==> src/rtl/pipe_hazard_ctrl_pkg.sv <==
// Shared definitions for the hazard controller: stall bit positions and tracker entry layout.
// Latency: n/a (types and constants only).
// Backpressure: n/a.
package pipe_hazard_ctrl_pkg;

  // Bit positions inside the stall vector; slot k freezes at STALL_SLOT_BASE + k.
  localparam int STALL_PC        = 0;
  localparam int STALL_IF        = 1;
  localparam int STALL_ID        = 2;
  localparam int STALL_SLOT_BASE = 3;

  // Destination field is sized for the widest register index we support (REG_AW <= 8).
  localparam int TRK_DST_W = 8;

  typedef struct packed {
    logic                 valid;
    logic                 we;
    logic                 load;
    logic [TRK_DST_W-1:0] dst;
  } trk_entry_t;

  localparam trk_entry_t TRK_EMPTY = '0;

endpackage

==> src/rtl/pipe_hazard_ctrl_if.sv <==
// ID-stage hazard query bundle: instruction fields in, stall/forward controls out.
// Latency: n/a (wires only).
// Backpressure: stall is the backpressure; the master must hold ID while stall[2] is set.
interface pipe_hazard_ctrl_if #(
  parameter int REG_AW    = 5,
  parameter int NSRC      = 2,
  parameter int FWD_DEPTH = 3
);
  localparam int SEL_W = $clog2(FWD_DEPTH + 1);

  logic                     id_valid;
  logic [NSRC*REG_AW-1:0]   id_src;
  logic [NSRC-1:0]          id_src_en;
  logic [REG_AW-1:0]        id_dst;
  logic                     id_we;
  logic                     id_is_load;
  logic                     ex_busy_req;
  logic                     flush;
  logic [FWD_DEPTH+2:0]     stall;
  logic [NSRC*SEL_W-1:0]    fwd_sel;

  modport master (
    output id_valid, id_src, id_src_en, id_dst, id_we, id_is_load, ex_busy_req, flush,
    input  stall, fwd_sel
  );

  modport slave (
    input  id_valid, id_src, id_src_en, id_dst, id_we, id_is_load, ex_busy_req, flush,
    output stall, fwd_sel
  );

endinterface

==> src/rtl/pipe_hazard_ctrl_hazard_slot.sv <==
// One tracker entry shadowing a post-ID pipeline stage (load / hold / bubble).
// Latency: 1 cycle from upstream entry to this entry.
// Backpressure: holds while its own stall bit is set; inserts a bubble when only upstream is stalled.
module hazard_slot
  import pipe_hazard_ctrl_pkg::*;
(
  input  logic       clk,
  input  logic       rst,
  input  logic       flush_i,
  input  logic       stall_up_i,
  input  logic       stall_self_i,
  input  trk_entry_t ent_i,
  output trk_entry_t ent_o
);

  trk_entry_t ent_q, ent_d;

  // Next entry: flush beats everything; a frozen stage keeps its contents; a frozen
  // upstream feeding a moving stage leaves a bubble behind.
  always_comb begin
    ent_d = ent_q;
    if (flush_i) begin
      ent_d = TRK_EMPTY;
    end else if (stall_self_i) begin
      ent_d = ent_q;
    end else if (stall_up_i) begin
      ent_d = TRK_EMPTY;
    end else begin
      ent_d = ent_i;
    end
  end

  // Entry register with synchronous reset to an empty slot.
  always_ff @(posedge clk) begin
    if (rst) begin
      ent_q <= TRK_EMPTY;
    end else begin
      ent_q <= ent_d;
    end
  end

  assign ent_o = ent_q;

endmodule

==> src/rtl/pipe_hazard_ctrl.sv <==
// In-order pipeline hazard control: per-source forwarding select plus load-use / EX-busy stalls.
// Latency: stall and fwd_sel are combinational from ID inputs and the tracker; tracker advances each edge.
// Backpressure: ex_busy_req freezes PC..slot0, load-use freezes PC..ID; flush squashes and forces stall low.
// Optional HAZARD_PERF_EN adds saturating 32-bit load-use / busy stall cycle counters.
module pipe_hazard_ctrl
  import pipe_hazard_ctrl_pkg::*;
#(
  parameter int REG_AW         = 5,
  parameter int NSRC           = 2,
  parameter int FWD_DEPTH      = 3,
  parameter int LOAD_USE_DEPTH = 1
) (
  input  logic                clk,
  input  logic                rst,
`ifdef HAZARD_PERF_EN
  output logic [31:0]         lu_stall_cnt,
  output logic [31:0]         busy_stall_cnt,
`endif
  pipe_hazard_ctrl_if.slave   hz
);

  localparam int SEL_W   = $clog2(FWD_DEPTH + 1);
  localparam int STALL_W = FWD_DEPTH + 3;

  trk_entry_t               slot_q  [FWD_DEPTH];
  trk_entry_t               slot_in [FWD_DEPTH];
  logic [FWD_DEPTH-1:0]     match   [NSRC];
  logic [NSRC-1:0]          src_lu;
  logic                     lu_hit;
  logic                     front_frz;
  logic [STALL_W-1:0]       stall;
  logic [NSRC*SEL_W-1:0]    fwd_sel;

  // A source hits a slot when that slot will write the same non-zero register.
  always_comb begin
    match = '{default: '0};
    for (int i = 0; i < NSRC; i++) begin
      for (int k = 0; k < FWD_DEPTH; k++) begin
        match[i][k] = hz.id_valid && hz.id_src_en[i] &&
                      slot_q[k].valid && slot_q[k].we &&
                      (slot_q[k].dst == TRK_DST_W'(hz.id_src[i*REG_AW +: REG_AW])) &&
                      (hz.id_src[i*REG_AW +: REG_AW] != '0);
      end
    end
  end

  // Youngest hit wins: scan oldest to youngest so the lowest slot overwrites last.
  // A youngest hit on a load still inside the load-use window cannot be forwarded.
  always_comb begin
    fwd_sel = '0;
    src_lu  = '0;
    for (int i = 0; i < NSRC; i++) begin
      for (int k = FWD_DEPTH - 1; k >= 0; k--) begin
        if (match[i][k]) begin
          fwd_sel[i*SEL_W +: SEL_W] = SEL_W'(k + 1);
          src_lu[i]                 = slot_q[k].load && (k < LOAD_USE_DEPTH);
        end
      end
    end
  end

  assign lu_hit = |src_lu;

  // Stall vector: EX busy freezes the front end plus slot0 (superset of load-use);
  // flush squashes everything so nothing needs to be held that cycle.
  always_comb begin
    stall                  = '0;
    front_frz              = !hz.flush && (hz.ex_busy_req || lu_hit);
    stall[STALL_PC]        = front_frz;
    stall[STALL_IF]        = front_frz;
    stall[STALL_ID]        = front_frz;
    stall[STALL_SLOT_BASE] = !hz.flush && hz.ex_busy_req;
  end

  // Slot 0 is fed from the ID fields, every other slot from its predecessor.
  always_comb begin
    slot_in[0]       = TRK_EMPTY;
    slot_in[0].valid = hz.id_valid;
    slot_in[0].we    = hz.id_we;
    slot_in[0].load  = hz.id_is_load;
    slot_in[0].dst   = TRK_DST_W'(hz.id_dst);
    for (int k = 1; k < FWD_DEPTH; k++) begin
      slot_in[k] = slot_q[k-1];
    end
  end

  // The upstream stall bit of slot k sits directly below its own (ID for slot 0).
  for (genvar k = 0; k < FWD_DEPTH; k++) begin : g_slot
    hazard_slot u_slot (
      .clk          (clk),
      .rst          (rst),
      .flush_i      (hz.flush),
      .stall_up_i   (stall[STALL_SLOT_BASE + k - 1]),
      .stall_self_i (stall[STALL_SLOT_BASE + k]),
      .ent_i        (slot_in[k]),
      .ent_o        (slot_q[k])
    );
  end

  assign hz.stall   = stall;
  assign hz.fwd_sel = fwd_sel;

`ifdef HAZARD_PERF_EN
  logic [31:0] lu_cnt_q, lu_cnt_d;
  logic [31:0] busy_cnt_q, busy_cnt_d;

  // Count cycles by stall cause; busy dominates so a cycle lands in only one counter.
  always_comb begin
    lu_cnt_d   = lu_cnt_q;
    busy_cnt_d = busy_cnt_q;
    if (!hz.flush && hz.ex_busy_req && (busy_cnt_q != '1)) begin
      busy_cnt_d = busy_cnt_q + 32'd1;
    end
    if (!hz.flush && !hz.ex_busy_req && lu_hit && (lu_cnt_q != '1)) begin
      lu_cnt_d = lu_cnt_q + 32'd1;
    end
  end

  // Counter registers, cleared by reset.
  always_ff @(posedge clk) begin
    if (rst) begin
      lu_cnt_q   <= '0;
      busy_cnt_q <= '0;
    end else begin
      lu_cnt_q   <= lu_cnt_d;
      busy_cnt_q <= busy_cnt_d;
    end
  end

  assign lu_stall_cnt   = lu_cnt_q;
  assign busy_stall_cnt = busy_cnt_q;
`endif

endmodule

==> src/flat_wrapper.sv <==
// flat-port wrapper written by rule: the top's interface ports become plain ports
module pipe_hazard_ctrl_flat import pipe_hazard_ctrl_pkg::*;
#(
  parameter int REG_AW         = 5,
  parameter int NSRC           = 2,
  parameter int FWD_DEPTH      = 3,
  parameter int LOAD_USE_DEPTH = 1
)
  (clk, rst, hz_id_valid, hz_id_src, hz_id_src_en, hz_id_dst, hz_id_we, hz_id_is_load, hz_ex_busy_req, hz_flush, hz_stall, hz_fwd_sel);
  pipe_hazard_ctrl_if #(.REG_AW(REG_AW), .NSRC(NSRC), .FWD_DEPTH(FWD_DEPTH)) hz_i ();
  input  logic clk;
  input  logic rst;
  input wire logic [$bits(hz_i.id_valid)-1:0] hz_id_valid;
  input wire logic [$bits(hz_i.id_src)-1:0] hz_id_src;
  input wire logic [$bits(hz_i.id_src_en)-1:0] hz_id_src_en;
  input wire logic [$bits(hz_i.id_dst)-1:0] hz_id_dst;
  input wire logic [$bits(hz_i.id_we)-1:0] hz_id_we;
  input wire logic [$bits(hz_i.id_is_load)-1:0] hz_id_is_load;
  input wire logic [$bits(hz_i.ex_busy_req)-1:0] hz_ex_busy_req;
  input wire logic [$bits(hz_i.flush)-1:0] hz_flush;
  output wire logic [$bits(hz_i.stall)-1:0] hz_stall;
  output wire logic [$bits(hz_i.fwd_sel)-1:0] hz_fwd_sel;
  assign hz_i.id_valid = hz_id_valid;
  assign hz_i.id_src = hz_id_src;
  assign hz_i.id_src_en = hz_id_src_en;
  assign hz_i.id_dst = hz_id_dst;
  assign hz_i.id_we = hz_id_we;
  assign hz_i.id_is_load = hz_id_is_load;
  assign hz_i.ex_busy_req = hz_ex_busy_req;
  assign hz_i.flush = hz_flush;
  assign hz_stall = hz_i.stall;
  assign hz_fwd_sel = hz_i.fwd_sel;
  pipe_hazard_ctrl #(.REG_AW(REG_AW), .NSRC(NSRC), .FWD_DEPTH(FWD_DEPTH), .LOAD_USE_DEPTH(LOAD_USE_DEPTH)) u_core (.clk(clk), .rst(rst), .hz(hz_i));
endmodule
==> config.mk <==
export PLATFORM = sky130hd
export DESIGN_NAME = pipe_hazard_ctrl_flat
export DESIGN_NICKNAME = d
export VERILOG_FILES = /design/src/rtl/pipe_hazard_ctrl_pkg.sv /design/src/rtl/pipe_hazard_ctrl_if.sv /design/src/rtl/pipe_hazard_ctrl_hazard_slot.sv /design/src/rtl/pipe_hazard_ctrl.sv /design/src/flat_wrapper.sv
export SDC_FILE = /design/constraint.sdc
export NUM_CORES = 1
export LEC_CHECK = 0
export BUFFER_PORTS_ARGS = -buffer_cell sky130_fd_sc_hd__buf_2
export CAP_MARGIN = 20
export CORE_MARGIN = 2
export CORE_UTILIZATION = 55
export CTS_CLUSTER_DIAMETER = 120
export DETAILED_ROUTE_END_ITERATION = 12
export GPL_ROUTABILITY_DRIVEN = 0
export GPL_TIMING_DRIVEN = 0
export PLACE_DENSITY = 0.88
export SLEW_MARGIN = 20
export SYNTH_ARGS = -nofsm -noshare
export SYNTH_HDL_FRONTEND = slang
export SYNTH_SLANG_ARGS = --single-unit
==> constraint.sdc <==
create_clock -name clk -period 4.6 [get_ports clk]
set_input_delay 0.23 -clock clk [delete_from_list [all_inputs] [get_ports clk]]
set_output_delay 0.23 -clock clk [all_outputs]
set_load 0.005 [all_outputs]
* Yosys cells after proc, flatten, opt, wreduce, memory -nomap -nowiden
Cells that the tools add are included.
** Word-level totals
- Register bits :: 31
- Latch bits :: 0
- RAM bits :: 0
- ROM bits :: 0
- Logic and storage cells :: 60
- Memories :: 0
** Cells by class
- Add/subtract/negate cells :: 0
- Multipliers :: 0
- Divide/modulo/power cells :: 0
- Magnitude comparators :: 0
- Eq/ne operators :: 6
- Shift operators :: 0
- Multiplexer cells :: 9
- Bitwise gates (word level) :: 0
- Reductions and logical operators :: 35
** Operator list (count)
- == test 8 x 5 -> 1 bit :: 6
- logical AND 1 bit :: 28
- two-way mux 2 bit :: 6
- two-way mux 11 bit :: 1
- nonzero test 5 bit :: 2
- OR reduction 2 bit :: 2
- OR reduction 3 bit :: 1
- two-way mux 1 bit :: 2
- zero test 1 bit :: 1
- logical OR 1 bit :: 1

* Longest topological paths before layout
- Word-level depth :: 10
- Depth in mapped cells :: 6
- Mapped depth without buffers :: 5

* Cells and area by module
From an unflattened synthesis, not the netlist that was laid out.
** Second synthesis, totals
- Cell total of the unflattened synthesis :: 226
- Area, all modules :: 1929.4 µm²
** By module, submodules not included
- hazard_slot :: instances 3, cells an instance 49, area each 444.2 µm², seq. area each 220.2 µm²
- pipe_hazard_ctrl :: instances 1, cells an instance 79, area each 596.8 µm², seq. area each 0.0 µm²

* Worst setup path after synthesis
Ideal clock, no wire load.
- Kind :: register to output
- Start :: register u_core.g_slot[0].u_slot.ent_q, in the netlist u_core.g_slot[0].u_slot.ent_o[0]
- End :: output hz_stall[0]
- Arrival time :: 1.577 ns
- Required time :: 4.370 ns
- Setup slack :: 2.793 ns
- Cell stages (with the launch flop) :: 7
- Buffers on the path :: 1
- Path through :: dfxtp_1 -> xnor2_1 -> nand4_1 -> nor4_2 -> nor2_1 -> o21ai_0 -> buf_4
** Between the ends
- Cells in the longest elaborated chain, start to end :: 7
- Elaborated cells between the ends (all ways) :: 11
** Ends and longest elaborated chain
- from (decl) :: RTL line pipe_hazard_ctrl_hazard_slot.sv:16 : trk_entry_t ent_q, ent_d;
- from (signal assigned) :: RTL line pipe_hazard_ctrl_hazard_slot.sv:38 : ent_q <= ent_d;
- == test 8 x 5 -> 1 bit :: RTL line pipe_hazard_ctrl.sv:41 : (slot_q[k].dst == TRK_DST_W'(hz.id_src[i*REG_AW +: REG_AW])) &&
- logical AND 1 bit :: RTL line pipe_hazard_ctrl.sv:40 : slot_q[k].valid && slot_q[k].we &&
- logical AND 1 bit :: RTL line pipe_hazard_ctrl.sv:41
- two-way mux 1 bit :: RTL line pipe_hazard_ctrl.sv:54 : if (match[i][k]) begin
- OR reduction 2 bit * :: RTL line pipe_hazard_ctrl.sv:62 : assign lu_hit = |src_lu;
- logical OR 1 bit * :: RTL line pipe_hazard_ctrl.sv:68 : front_frz = !hz.flush && (hz.ex_busy_req || lu_hit);
- logical AND 1 bit * :: RTL line pipe_hazard_ctrl.sv:68
- to (decl) :: RTL line flat_wrapper.sv:21 : output wire logic [$bits(hz_i.stall)-1:0] hz_stall;
Every way passes the cells marked *; elsewhere a longest branch is shown, timed or not.

* Final worst setup path
- Start :: register u_core.g_slot[0].u_slot.ent_q, in the netlist u_core.g_slot[0].u_slot.ent_o[4]
- End :: output hz_stall[2]
Same word-level chain as after synthesis.

==> flow_metrics.tcl <==
set metrics [dict create \
    drt_iter0_markers 31 \
    tightest_slew_ns 0.626 \
    cp-end-kind "output port" \
    yosys_warnings 0 \
    htree_levels 1 \
    clockBufferDepth 2 \
    grt_max_degree 12 \
    dr.pass1.iters 4 \
    die_area_um2 2640 \
    std_cell_rows 17 \
    vdd_drop_max_mv 0.203 \
    slowest_stage "nor4_2" \
    tns_ns 0 \
    cpPeakStageDelay_ns 0.60 \
    grt.total_usage_pct 23.9 \
    r2r_start "u_core.g_slot[0].u_slot.ent_o[4]" \
    drt-total-wl_um 2740 \
    rsz0062_at_grt "no" \
    drive_gt1_share_pct 28.0 \
    cts_tree "built" \
    vias 1049 \
    first_global_vias 1057 \
    dp_hpwl_um 2210 \
    finalHoldViolCount 0 \
    fmax_ghz 0.390 \
    drv_slew 0 \
    synthCells 129 \
    antenna_found_initial 0 \
    critPathRequiredTime_ns 4.37 \
    finalClockSkew_ns 0.00566 \
    post_cts_resized 0 \
    final_cell_count_no_fill 192 \
    fin_crit_sh_pct 55.8 \
    clk_pin_slew_ns 0.12 \
    cp_max_fo 4 \
    post_cts_buffers 0 \
    route.detailed.drc 0 \
    outcome "completed" \
    worstPathCellList "xnor2_1, nand4_1, nor4_2, nor2_1, o21ai_0, buf_4, buf_2" \
    worstHoldStart "hz_id_we" \
    ioPinCount 34 \
    pwr-share-comb_pct 18.6 \
    p_switching_uw 96.7 \
    synth_top_area_cell "dfxtp_1" \
    ys_seq_area_share_pct 35.7 \
    switching_share_pct 27.0 \
    r2r_slack_ns 2.77 \
    antenna_left 0 \
    powerDensity_nw_per_um2 246 \
    cts_sinks 22 \
    r2r_end "u_core.g_slot[0].u_slot.ent_o[8]" \
    synthTopCellsByArea "dfxtp_1 (36%), xnor2_1 (17%), o2bb2ai_1 (5.0%)" \
    nFillCells 186 \
    start_util_pct 56.9 \
    routed_via_density 5.46 \
    setup_viol 0 \
    io_buffer_count 31 \
    coreArea_um2 2170 \
    rr_worst_depth 5 \
    syn_avg_cell_area_um2 9.57 \
    place_inst 189 \
    grt_pass1_wl_um 4620 \
    ys_seq_elements 22 \
    p_leak_nw 0.599 \
    ys_types 26 \
    clkLatencyLatePin_ns 0.31 \
    root_buffer "clkbuf_4" \
    slew_headroom_pct 57.9 \
    postCtsHoldBufs 0 \
    p_seq_share_pct 57.0 \
    timing.hold.ws_ns 0.127 \
    area.growth.synth_to_final_pct 17.5 \
    path_class "flop to output port" \
    largest_register_ffs 22 \
    die_h_um 51.4 \
    finalCriticalPeriod_ns 2.57 \
    numCtsBuffers 3 \
    clock_power_share_pct 24.4 \
    wire_per_inst_um 14.3 \
    cap_violations 0 \
    synth.cell_area_um2 1230 \
    min_path_type "input port to flop" \
    hold_depth 2 \
    multiInputGateArea_um2 734 \
    holdPathEnd "u_core.g_slot[0].u_slot.ent_o[9]" \
    intPower_uw 261 \
    seqCellArea_um2 440 \
    yosysTopAreaCellShare_pct 35.7 \
    fp.dieW_um 51.4 \
    start_kind "flop" \
    arrival_ns 2.34 \
    overflow 0 \
    diodes 0 \
    final_nets 190 \
]
==> cells by family (layout without fill, tap and decap cells) <==
group	after synthesis	in the layout	synth area share, %
AO/OA/AOI/OAI	20	20	13.0
XOR/XNOR	30	30	21.3
buffers and inverters	11	45	5.17
flip-flops	22	22	35.7
multiplexers	1	1	0.811
other	1	2	0.304
AND/OR/NAND/NOR	44	44	23.8
==> per-layer routing <==
layer | wire length [µm] | global-route usage [%] | vias to the layer above
li1 | - | - | 532
met3 | 203 | 3.80 | 4
met2 | 1390 | 42.7 | 41
met4 | 38 | 11.8 | 0
met1 | 1110 | 27.3 | 472
met5 | 0 | 0 | -
==> critical path: cells and delay by family (launching register included) <==
kind | cells | cell delay, ns
simple gates | 3 | 0.87
flops | 1 | 0.43
compound gates | 1 | 0.32
buf+inv | 2 | 0.28
xor+xnor | 1 | 0.14
==> worst max-delay path by stage <==
stage	start	slack [ns]	to
global route	u_core.g_slot[0].u_slot.ent_o[1]	1.87	hz_stall[0]
finish	u_core.g_slot[0].u_slot.ent_o[4]	2.03	hz_stall[2]
CTS	u_core.g_slot[0].u_slot.ent_o[4]	2.04	hz_stall[2]
floorplan	u_core.g_slot[0].u_slot.ent_o[0]	2.79	hz_stall[0]
detailed placement	u_core.g_slot[0].u_slot.ent_o[4]	2.39	hz_stall[2]
global placement	u_core.g_slot[0].u_slot.ent_o[4]	2.50	hz_stall[1]
==> cell usage after synthesis (all sizes together) <==
cell type / instances
buf: 7
o31a: 1
o211ai: 2
nand2b: 6
or4: 6
nand2: 3
and2: 7
conb: 1
or2: 1
inv: 1
a21oi: 3
a22oi: 6
clkbuf: 3
xnor2: 24
xor2: 6
mux2i: 1
and3: 7
nor4: 3
nor2: 4
nand4: 6
nor3b: 1
dfxtp: 22
o21ai: 1
o2bb2ai: 7
==> cell type report <==
cell class,count,area share (%)
repair buffers,31,10.7
clock buffers,3,1.55
flip-flops and latches,22,30.3
inverters,1,0.259
well taps,28,2.41
plain buffers,10,4.14
multi-input cells,97,50.6
==> cells in the final DEF, fill, tap and decap left out, drive strengths merged <==
cell type   n
and2        7
o21ai       1
inv         1
a21oi       3
nand4       6
clkbuf      6
a22oi       6
buf        38
mux2i       1
nand2       3
or2         1
nor3b       1
nor2        4
xor2        6
nor4        3
o211ai      2
or4         6
o31a        1
conb        2
nand2b      6
dfxtp      22
o2bb2ai     7
xnor2      24
and3        7
==> power groups by stage <==
stage	logic [mW]	clock network [mW]	registers, mW
2_1_floorplan	0.0407	0	0.206
3_3_place_gp	0.0630	0	0.207
6_report	0.0667	0.0872	0.204
3_5_place_dp	0.0663	0	0.208
4_1_cts	0.0666	0.0883	0.204
5_1_grt	0.0732	0.0977	0.205
==> metrics by stage <==
stage                     power (mW)  worst slack (ns)  utilization (%)  cell area (µm²)
after global placement         0.270              2.50             65.9             1430
final                          0.358              2.03             66.9             1450
after global routing           0.376              1.87             66.9             1450
after CTS                      0.358              2.04             66.9             1450
after floorplan                0.247              2.79                -             1240
after detailed placement       0.274              2.39             65.9             1430
Power figures use the tool's default switching activity.
